File: config.mk
export PLATFORM = sky130hd
export DESIGN_NAME = irq_trap_ctrl
export DESIGN_NICKNAME = d
export VERILOG_FILES = /design/src/rtl/irq_trap_ctrl.sv
export SDC_FILE = /design/constraint.sdc
export NUM_CORES = 1
export LEC_CHECK = 0
export CORE_UTILIZATION = 28
export CTS_CLUSTER_SIZE = 12
export DETAILED_ROUTE_END_ITERATION = 10
export PLACE_DENSITY = 0.81
export SYNTH_ARGS = -nofsm -noshare
export SYNTH_HDL_FRONTEND = slang
export SYNTH_SLANG_ARGS = --single-unit
export TNS_END_PERCENT = 20
File: constraint.sdc
create_clock -name clk_i -period 1.8 [get_ports clk_i]
set_clock_uncertainty 0.1 [all_clocks]
set_input_delay 0.36 -clock clk_i [delete_from_list [all_inputs] [get_ports clk_i]]
set_output_delay 0.36 -clock clk_i [all_outputs]
set_load 0.1 [all_outputs]
File: src/rtl/irq_trap_ctrl.sv
// irq_trap_ctrl: machine-level interrupt receiver and trap requester.
//
// Samples the timer, software and external interrupt levels into mip. It holds
// mie and the global enable pair (gie = mstatus.MIE, mpie = mstatus.MPIE). It picks
// the highest-priority enabled pending source (MEI > MSI > MTI) and presents a
// stable trap request to the core through a req/ack handshake. mret restores
// the global enable.
//
// Optional build macro: IRQ_SYNC_EN
//   Defined   - each irq input goes through a 2-flop synchronizer before mip.
//   Undefined - the mip register samples the irq inputs directly.
//
// Ports:
//   clk_i, rst_ni        core clock, asynchronous active-low reset
//   timer_irq_i          level timer interrupt (CLINT)
//   soft_irq_i           level software interrupt (CLINT msip)
//   ext_irq_i            level external interrupt
//   mie_we_i/wdata_i     mie write port (only MSI/MTI/MEI bits are kept)
//   gie_we_i/wdata_i     mstatus.MIE write port
//   irq_ack_i            core accepts the pending trap request
//   mret_i               core retires mret
//   irq_req_o            trap request, held until acknowledged or cancelled
//   irq_cause_o          mcause for the request; kept until the next request
//   mip_o, mie_o         architectural views (only MSI/MTI/MEI bits can be set)
//   gie_o, mpie_o        mstatus.MIE / mstatus.MPIE
//   in_handler_o         high while a trap is being handled
module irq_trap_ctrl #(
    parameter int unsigned XLEN    = 32,
    parameter int unsigned MSI_BIT = 3,
    parameter int unsigned MTI_BIT = 7,
    parameter int unsigned MEI_BIT = 11
) (
    input  logic            clk_i,
    input  logic            rst_ni,
    input  logic            timer_irq_i,
    input  logic            soft_irq_i,
    input  logic            ext_irq_i,
    input  logic            mie_we_i,
    input  logic [XLEN-1:0] mie_wdata_i,
    input  logic            gie_we_i,
    input  logic            gie_wdata_i,
    input  logic            irq_ack_i,
    input  logic            mret_i,
    output logic            irq_req_o,
    output logic [XLEN-1:0] irq_cause_o,
    output logic [XLEN-1:0] mip_o,
    output logic [XLEN-1:0] mie_o,
    output logic            gie_o,
    output logic            mpie_o,
    output logic            in_handler_o
);

    // Internal source vectors are packed as {ext, timer, soft}.
    localparam int unsigned IdxMsi = 0;
    localparam int unsigned IdxMti = 1;
    localparam int unsigned IdxMei = 2;

    localparam logic [XLEN-1:0] IrqFlag  = XLEN'(1) << (XLEN - 1);
    localparam logic [XLEN-1:0] CauseMsi = IrqFlag | XLEN'(3);
    localparam logic [XLEN-1:0] CauseMti = IrqFlag | XLEN'(7);
    localparam logic [XLEN-1:0] CauseMei = IrqFlag | XLEN'(11);

    typedef enum logic [1:0] {
        StIdle,
        StReq,
        StHandler
    } state_e;

    state_e          state_q, state_d;
    logic [2:0]      irq_raw;
    logic [2:0]      irq_in;
    logic [2:0]      mip_q;
    logic [2:0]      mie_q, mie_d;
    logic [2:0]      pending;
    logic            gie_q, gie_d;
    logic            mpie_q, mpie_d;
    logic [XLEN-1:0] cause_q, cause_d;
    logic [XLEN-1:0] cause_sel;

    // Only three bits of the mie write data are architecturally meaningful.
    logic            unused_mie_wdata;
    assign unused_mie_wdata = ^mie_wdata_i;

    assign irq_raw = {ext_irq_i, timer_irq_i, soft_irq_i};

`ifdef IRQ_SYNC_EN
    logic [2:0] sync1_q, sync2_q;

    always_ff @(posedge clk_i or negedge rst_ni) begin
        if (!rst_ni) begin
            sync1_q <= '0;
            sync2_q <= '0;
        end else begin
            sync1_q <= irq_raw;
            sync2_q <= sync1_q;
        end
    end

    assign irq_in = sync2_q;
`else
    assign irq_in = irq_raw;
`endif

    always_comb begin
        mie_d = mie_q;
        if (mie_we_i) begin
            mie_d = {mie_wdata_i[MEI_BIT], mie_wdata_i[MTI_BIT], mie_wdata_i[MSI_BIT]};
        end
    end

    assign pending = mip_q & mie_q;

    always_comb begin
        cause_sel = '0;
        if (pending[IdxMei]) begin
            cause_sel = CauseMei;
        end else if (pending[IdxMsi]) begin
            cause_sel = CauseMsi;
        end else if (pending[IdxMti]) begin
            cause_sel = CauseMti;
        end
    end

    always_comb begin
        state_d = state_q;
        gie_d   = gie_q;
        mpie_d  = mpie_q;
        cause_d = cause_q;
        case (state_q)
            StIdle: begin
                if (gie_we_i) begin
                    gie_d = gie_wdata_i;
                end
                if (gie_q && (pending != 3'b000)) begin
                    state_d = StReq;
                    cause_d = cause_sel;
                end
            end
            StReq: begin
                // Ack takes priority over a simultaneous gie write.
                if (irq_ack_i) begin
                    state_d = StHandler;
                    mpie_d  = gie_q;
                    gie_d   = 1'b0;
                end else if (gie_we_i) begin
                    gie_d = gie_wdata_i;
                    if (!gie_wdata_i) begin
                        state_d = StIdle;
                    end
                end
            end
            StHandler: begin
                // mret takes priority over a simultaneous gie write.
                if (mret_i) begin
                    state_d = StIdle;
                    gie_d   = mpie_q;
                    mpie_d  = 1'b1;
                end else if (gie_we_i) begin
                    gie_d = gie_wdata_i;
                end
            end
            default: begin
                state_d = StIdle;
            end
        endcase
    end

    always_ff @(posedge clk_i or negedge rst_ni) begin
        if (!rst_ni) begin
            state_q <= StIdle;
            mip_q   <= '0;
            mie_q   <= '0;
            gie_q   <= 1'b0;
            mpie_q  <= 1'b0;
            cause_q <= '0;
        end else begin
            state_q <= state_d;
            mip_q   <= irq_in;
            mie_q   <= mie_d;
            gie_q   <= gie_d;
            mpie_q  <= mpie_d;
            cause_q <= cause_d;
        end
    end

    always_comb begin
        mip_o          = '0;
        mip_o[MSI_BIT] = mip_q[IdxMsi];
        mip_o[MTI_BIT] = mip_q[IdxMti];
        mip_o[MEI_BIT] = mip_q[IdxMei];
        mie_o          = '0;
        mie_o[MSI_BIT] = mie_q[IdxMsi];
        mie_o[MTI_BIT] = mie_q[IdxMti];
        mie_o[MEI_BIT] = mie_q[IdxMei];
    end

    // Decoded straight from state so an asynchronous reset drops the request at once.
    assign irq_req_o    = (state_q == StReq);
    assign in_handler_o = (state_q == StHandler);
    assign irq_cause_o  = cause_q;
    assign gie_o        = gie_q;
    assign mpie_o       = mpie_q;

endmodule

Word level (Yosys, flattened, before mapping). Index checks and enable logic that the tools add are counted.

Bits of input ports: 42. Memories: 0. Output and inout bits: 100. Bits in latches: 0. Logic and storage cells: 38. Flip-flop bits (word level): 42. ROM bits: 0. RAM bits: 0.

Div/mod/pow operators: 0. Equal/unequal tests: 7. Magnitude comparators: 0. Reductions and logical operators: 8. Shift-type cells: 0. Bitwise gates (word level): 1. $add $sub $neg: 0. Mux-type cells: 16. Multipliers: 0.

Operators by type and width (count): $mux W32 (3); $mux W2 (5); $ne A2 B2 Y1 const B (3); $ne A3 B3 Y1 const B (2); $pmux W2 S3 (1); $reduce_bool A3 Y1 (2); $mux W1 (5); $reduce_and A4 Y1 (1); $and A3 B3 Y3 (1); $pmux W1 S3 (1); $reduce_and A3 Y1 (1); $eq A2 B1 Y1 const B (1); $eq A2 B2 Y1 const B (1); $logic_not A2 Y1 (1); $pmux W1 S2 (1); $reduce_and A2 Y1 (1); $reduce_bool A2 Y1 (1); $logic_and A1 B1 Y1 (1).

Logic depth before layout (Yosys ltp).
Depth after elaboration: 5. Mapped depth: 5. Gate-level depth less buffers: 5.

Worst setup path after synthesis. Ideal clock, no wire load.

Path kind: register to register. Start: register state_q[0]. End: register state_q[1]. Cell stages (with the launch flop): 6. Setup time: 0.126 ns. Path slack: -0.527 ns. Clock period less this slack: 2.327 ns. Arrival: 2.101 ns. Buffers on the path: 0. Data required time: 1.574 ns. Path through: dfrtp_1 -> inv_1 -> ha_1 -> nor2b_1 -> nor3_1 -> o32a_1.

Longest elaborated chain between the ends: 3. Elaborated cells between the ends (all ways): 9. Classes of those cells: eq/ne: 6; mux: 1; reduce/logical: 2.

Ends and longest elaborated chain: start, declared (RTL line 69) `state_e state_q, state_d;`; start signal, assigned (RTL line 170) `state_q <= StIdle;`; start signal, assigned (RTL line 177) `state_q <= state_d;`; $eq A2 B2 Y1 *; named net in_handler_o (RTL line 50) `output logic in_handler_o`; $ne A2 B2 Y1 (no line); $reduce_and A4 Y1 (no line).

Mark *: on every way through the listed nets, which the timed path passes. The rest lies on a longest branch. A chain may end at the register's enable or synchronous reset.

Worst setup path in the final report.
Start: register state_q[0]. End: register state_q[1].

Longest elaborated chain between the ends: 3. Elaborated cells between the ends (all ways): 9. Classes of those cells: eq/ne: 6; mux: 1; reduce/logical: 2.

Ends and longest elaborated chain: $eq A2 B1 Y1, or another cell as far along (RTL line 129) `case (state_q)`; $ne A3 B3 Y1 (no line) / $ne A2 B2 Y1 (equally long branches); $reduce_and A4 Y1 (no line).

Parallel ways exist; a longest one is shown, timed or not.

==> flow_summary_export.csv <==
group,metric,value,unit
status,status,"finished clean",
global_route,grt_pass1_vias,594,
setup_path,required,1830,ps
finish,multi_input_area,644,sq um
place,dp_hpwl,1560,um
die,die_area,4900,sq um
place,place_inst,224,
yosys,synth_edf_count,0,
finish,final_area,1550,sq um
die,dieHeight,70.0,um
finish,area_growth,19.7,%
yosys,synthTopCellsByArea,"buf_4 50%, dfrtp_1 25%, ha_1 3.9%, mux2_2 2.6%, nor2b_1 1.9%",
yosys,synth_cells,145,
timing,setup_violations,0,
cts,cts.sinks,13,
min_path,min_path_type,"primary input to async pin",
yosys,yosys-top-cells-count,"87 x buf_4, 13 x dfrtp_1, 5 x nand2_1",
yosys,synth_largest_area_cell,"buf_4",
global_route,antenna_found_initial,0,
cts,cts_hold_buffers,0,
finish,post-route-util,35.3,%
power_and_ir_drop,p_total,2.78,mW
die,ios,142,
place,gp_congestion,0.808,
die,coreArea,4380,sq um
die,die_w,70.0,um
cts,numCtsBuffers,3,
yosys,async_flop_share,100,%
timing,min_period,1660,ps
global_route,grt_pass1_wl,2640,um
drt,drt_iter0_drc,16,
yosys,ys_types,28,
finish,diodes,0,
yosys,synth_top_area_share,50.5,%
yosys,synth-seq-area-share,25.1,%
drt,final_antenna_net_count,0,
drt,dr.pass1.iters,4,
cts,h-tree-depth,1,
run,drv_cap,0,
timing,tns,0,ps
cts,root_buffer,"clkbuf_8",
yosys,yosys_warnings,0,
setup_path,cp_max_fo,6,
finish,drive_gt1_share,20.5,%
global_route,grt_overflow,0,
power_and_ir_drop,p_per_area,1800,nW/um^2
yosys,ys_ff_latch,13,
finish,seqCellArea,337,sq um
yosys,synth_most_common_cell,"buf_4",
drt,num_vias,798,
power_and_ir_drop,leakagePower,0.771,nW
setup_path,critical_path_arrival,1690,ps
global_route,grt_util_all_layers,6.81,%
drt,avgRoutedWirePerCell,8.31,um
die,num_rows,24,
cts,clk_pin_slew,50,ps
power_and_ir_drop,max-vdd-ir-drop,0.00102,V
cts,cts_setup_buffers,0,
cts,cts.path.max_buffers,2,
timing,hold_viol,0,
setup_path,crit_type,"flip-flop to flip-flop",
setup_path,start_kind,"flip-flop",
place,port_buffers,27,
drt,routed_wl,1890,um
timing,fin_crit_sh,92.1,%
drt,remaining_drc_errors,0,
yosys,syn_area_per_cell,8.92,sq um
cts,insertion_delay,250,ps
place,place_area,1500,sq um
drt,avgViaCountPerCell,3.50,
finish,final_cells,228,
finish,nNetsFinal,223,
global_route,grt_max_degree,14,
timing,grt_setup_unrepaired,"false",
die,initial_core_util,29.5,%
setup_path,crit_path_end_kind,"flip-flop",
finish,num-fill-cells,439,
cts,cts_tree,"yes",
timing,maxSlewViolCount,0,
timing,fmax,0.603,GHz
yosys,syn_area,1290,sq um
yosys,synthFlopType,"dfrtp_1",
-- logic make-up (layout without fill, tap and decap cells) --
family | count (synthesis) | count (layout) | share of synthesized area [%]
buffers and inverters | 91 | 38 | 51.6
AND/OR/NAND/NOR | 17 | 17 | 6.77
AO/OA/AOI/OAI | 16 | 16 | 9.67
flip-flops | 13 | 13 | 25.1
adder cells (fa/ha/maj) | 4 | 4 | 3.87
multiplexers | 3 | 3 | 2.61
other | 1 | 85 | 0.290
-- repair_timing --
action,in CTS,in global routing
endpoints found under the setup margin,0,2
endpoints found under the hold margin,0,0
resized for setup,0,3
-- worst paths after layout --
check                             endpoint  slack [ps]  cells after the start        from
worst max register to register  state_q[1]         140                      5  state_q[0]
worst min-delay path              mip_q[1]         320                      2      rst_ni
max in group asynchronous         mip_q[0]        1100                      2      rst_ni
worst max-delay path            state_q[1]         140                      5  state_q[0]
worst min register to register  state_q[0]         480                      1  state_q[0]
min in group clk_i                mip_q[0]         440                      1  soft_irq_i
-- flip-flops by register name, indices dropped and copies added, names as in the netlist --
name         count
irq_cause_o      3
state_q          2
mie_q            3
mpie_o           1
gie_o            1
mip_q            3
-- cell usage in the layout (no fill, tap or decap), types with 3 or more instances in the layout --
cell and instances:
buf_4 3, nand2_1 5, buf_12 15, conb_1 85
nor2_1 3, mux2_2 3, nor2b_1 3, inv_1 4
clkbuf_8 3, clkdlybuf4s50_1 12, dfrtp_2 9, dfrtp_1 4
-- routing by layer --
layer / up-vias / routed length [um] / track usage, %
met3: 3 / 138 / 0.866
met5: - / 0 / 0
met1: 368 / 669 / 7.06
met2: 59 / 1060 / 12.9
li1: 368 / - / -
met4: 0 / 29 / 4.00
-- stage by stage --
step / hold slack, ps / setup slack (ps)
after detailed placement: 478 / 51.1
after global routing: 342 / 8.44
final: 320 / 142
after CTS: 329 / 91.4
after global placement: 458 / 77.4
after floorplan: -35.6 / -12.2
-- area by class of cell --
cell class | instances | share of cell area, %
Sequential cell | 13 | 21.7
Tap cell | 52 | 4.20
Timing Repair Buffer | 30 | 28.6
Multi-Input combinational cell | 125 | 41.6
Inverter | 4 | 0.969
Clock buffer | 4 | 2.91
-- worst max-delay path: stages, from the launching register on --
cell	delay (ps)
dfrtp_2	440
inv_1	130
ha_4	180
nor2b_2	270
nor3_1	100
o32a_1	320
-- report_power, final --
part | switching [mW] | internal [mW]
Sequential | 0.120 | 0.372
Combinational | 1.53 | 0.496
Clock | 0.108 | 0.157
Total | 1.76 | 1.02
Power figures use the tool's default switching activity.
==> RTL edit (config.mk and constraints unchanged) <==
Build with the macro `IRQ_SYNC_EN` defined.
--- a/src/rtl/irq_trap_ctrl.sv
+++ b/src/rtl/irq_trap_ctrl.sv
@@ -25,4 +25,6 @@
 //   gie_o, mpie_o        mstatus.MIE / mstatus.MPIE
 //   in_handler_o         high while a trap is being handled
+`define IRQ_SYNC_EN
+
 module irq_trap_ctrl #(
     parameter int unsigned XLEN    = 32,
Behaviour: not the same (Yosys sat finds a counterexample within 4 cycles, from zero or initial values and one cycle with rst_ni low).
==> RTL edit against the unedited design <==
Setup slack got worse by 0.069 ns. Sequential cell count rose by 6. Clock power rose by 11%. Final cell count rose by 9.2%. Power rose by 1.8%. Count of clock-buffer cells in the layout did not move. Final area rose by 11%. Core utilization rose by 0.23 points. Sequential power rose by 24%. Wire length rose by 8.4%. Synthesized area rose by 12%. Sequential share of layout area rose by 6.4 points. Largest power group unchanged.
==> RTL edit: results (changes against the unedited design) <==
Outcome - completed
Avg Inst Size Synth - 9.56 sq um (+7.2%)
Hold Path Origin - irq_in[0]$_DFF_PN0_
CTS clk-pin slew, worst paths - 0.07 ns (+0.02 ns)
Critical-path maximum fanout - 5 (-1)
Sequential-to-total area share from yosys stat - 32.9% (+7.8 points)
Worst reg2reg endpoint - state_q[0]$_DFFE_PN0P_
CTS buffer count - 3 (unchanged)
Global-route wire length before repair - 2.92 mm (+11%)
Vias - 835 (+4.6%)
Fill cells - 482 (+9.8%)
Fin cells - 249 (+9.2%)
Cell Area, Placed - 1670 sq um (+12%)
Vias in the first global route - 648 (+9.1%)
Final net count - 229 (+2.7%)
VDD IR-drop max - 0.673 mV (-34%)
Worst r2r src - state_q[1]$_DFFE_PN0P_
Cell family with most CP delay - compound AO/OA/AOI/OAI gates
Slowest stage cell, crit path - a2111oi_0
Largest net degree at the start of global routing - 20 (+6)
R2R Setup Slk - 0.07 ns (-0.07 ns)
1st-iter DRT viols - 33 (+17)
Most area-consuming cells after synthesis - buf_4 45%, dfrtp_1 33%, ha_1 3.5%
DP HPWL - 1.73 mm (+10%)
Yosys warnings - 0 (unchanged)
Synth top cells by count - 87 x buf_4, 19 x dfrtp_1, 5 x nand2_1
Hold Crit Class - reg -> reg
CP max stage delay - 0.46 ns (+0.02 ns)
Leakage Power - 0.845 nW (+9.6%)
WL/cell - 8.24 um (-0.75%)
Worst EP arrival - 1.82 ns (+0.13 ns)
GRT Util Overall - 7.21% (+0.39 points)
GP Congestion - 0.799 (-1.2%)
Share of cells above drive strength 1 - 19.2% (-1.2 points)
Worst Tran Pin Value - 0.470 ns
[RTL edit: changes by cell type in the layout (fill, tap and decap cells not counted)]
| cell | change |
|---|---|
| nor2b_4 | +1 |
| dfrtp_2 | -2 |
| dfrtp_1 | +8 |
| a2111oi_1 | -2 |
| a2111oi_0 | +1 |
| nor2b_2 | -1 |
| a2111oi_2 | +1 |
[RTL edit: how the worst max path moves through the flow]
stage	start	end	slack, ns	depth (start not counted)
after floorplan	irq_cause_o[1]$_DFFE_PN0P_	irq_cause_o[1]	-0.01	1
after global placement	gie_wdata_i	state_q[0]$_DFFE_PN0P_	0.03	4
after detailed placement	gie_we_i	state_q[0]$_DFFE_PN0P_	-0.02	4
after CTS	state_q[1]$_DFFE_PN0P_	state_q[0]$_DFFE_PN0P_	0.08	5
after global routing	state_q[1]$_DFFE_PN0P_	state_q[0]$_DFFE_PN0P_	0.04	5
final	state_q[1]$_DFFE_PN0P_	state_q[0]$_DFFE_PN0P_	0.07	5
[RTL edit: metal layers]
layer	routed length [um]	share of wire [%]	global-route usage [%]
met4	44	2.1	4.70
met1	696	34	7.21
met2	1190	58	13.3
met3	122	5.9	1.65
met5	0	0	0
[RTL edit: through the flow]
stage / setup slack (ns) / utilization, % / hold slack (ns)
floorplan: -0.0122 / - / -0.0356
global placement: 0.0326 / 34.5 / 0.233
detailed placement: -0.0238 / 34.5 / 0.236
CTS: 0.0780 / 35.5 / 0.252
global route: 0.0351 / 35.6 / 0.258
finish: 0.0732 / 35.6 / 0.249
[RTL edit: what timing repair did]
action                     CTS  global route
hold endpoints to repair     0             0
setup endpoints to repair    0             1
setup buffers                0             0
resized for setup            0             1
[RTL edit: where the power goes]
group	switching [mW]	leakage (nW)	total, mW	internal [mW]
Clock	0.136	0.0228	0.293	0.157
Combinational	1.48	0.605	1.93	0.452
Sequential	0.106	0.216	0.609	0.503
Total	1.72	0.845	2.83	1.11
[RTL edit: layout make-up]
type	instances	area (sq um)	share of cell area (%)
clock buffer	4	45.0	2.61
tap	67	83.8	4.86
sequential	19	484	28.1
timing repair buffer	30	443	25.7
inverter	4	15.0	0.871
multi-input combinational	125	653	37.9
[RTL edit: kinds of logic (layout without fill, tap and decap cells)]
| family | after synthesis | count (layout) | share of synthesized area (%) |
|---|---|---|---|
| AO/OA/AOI/OAI | 16 | 16 | 8.67 |
| adder cells (fa/ha/maj) | 4 | 4 | 3.47 |
| buffers and inverters | 91 | 38 | 46.3 |
| flip-flops | 19 | 19 | 32.9 |
| multiplexers | 3 | 3 | 2.34 |
| other | 1 | 85 | 0.260 |
| AND/OR/NAND/NOR | 17 | 17 | 6.07 |
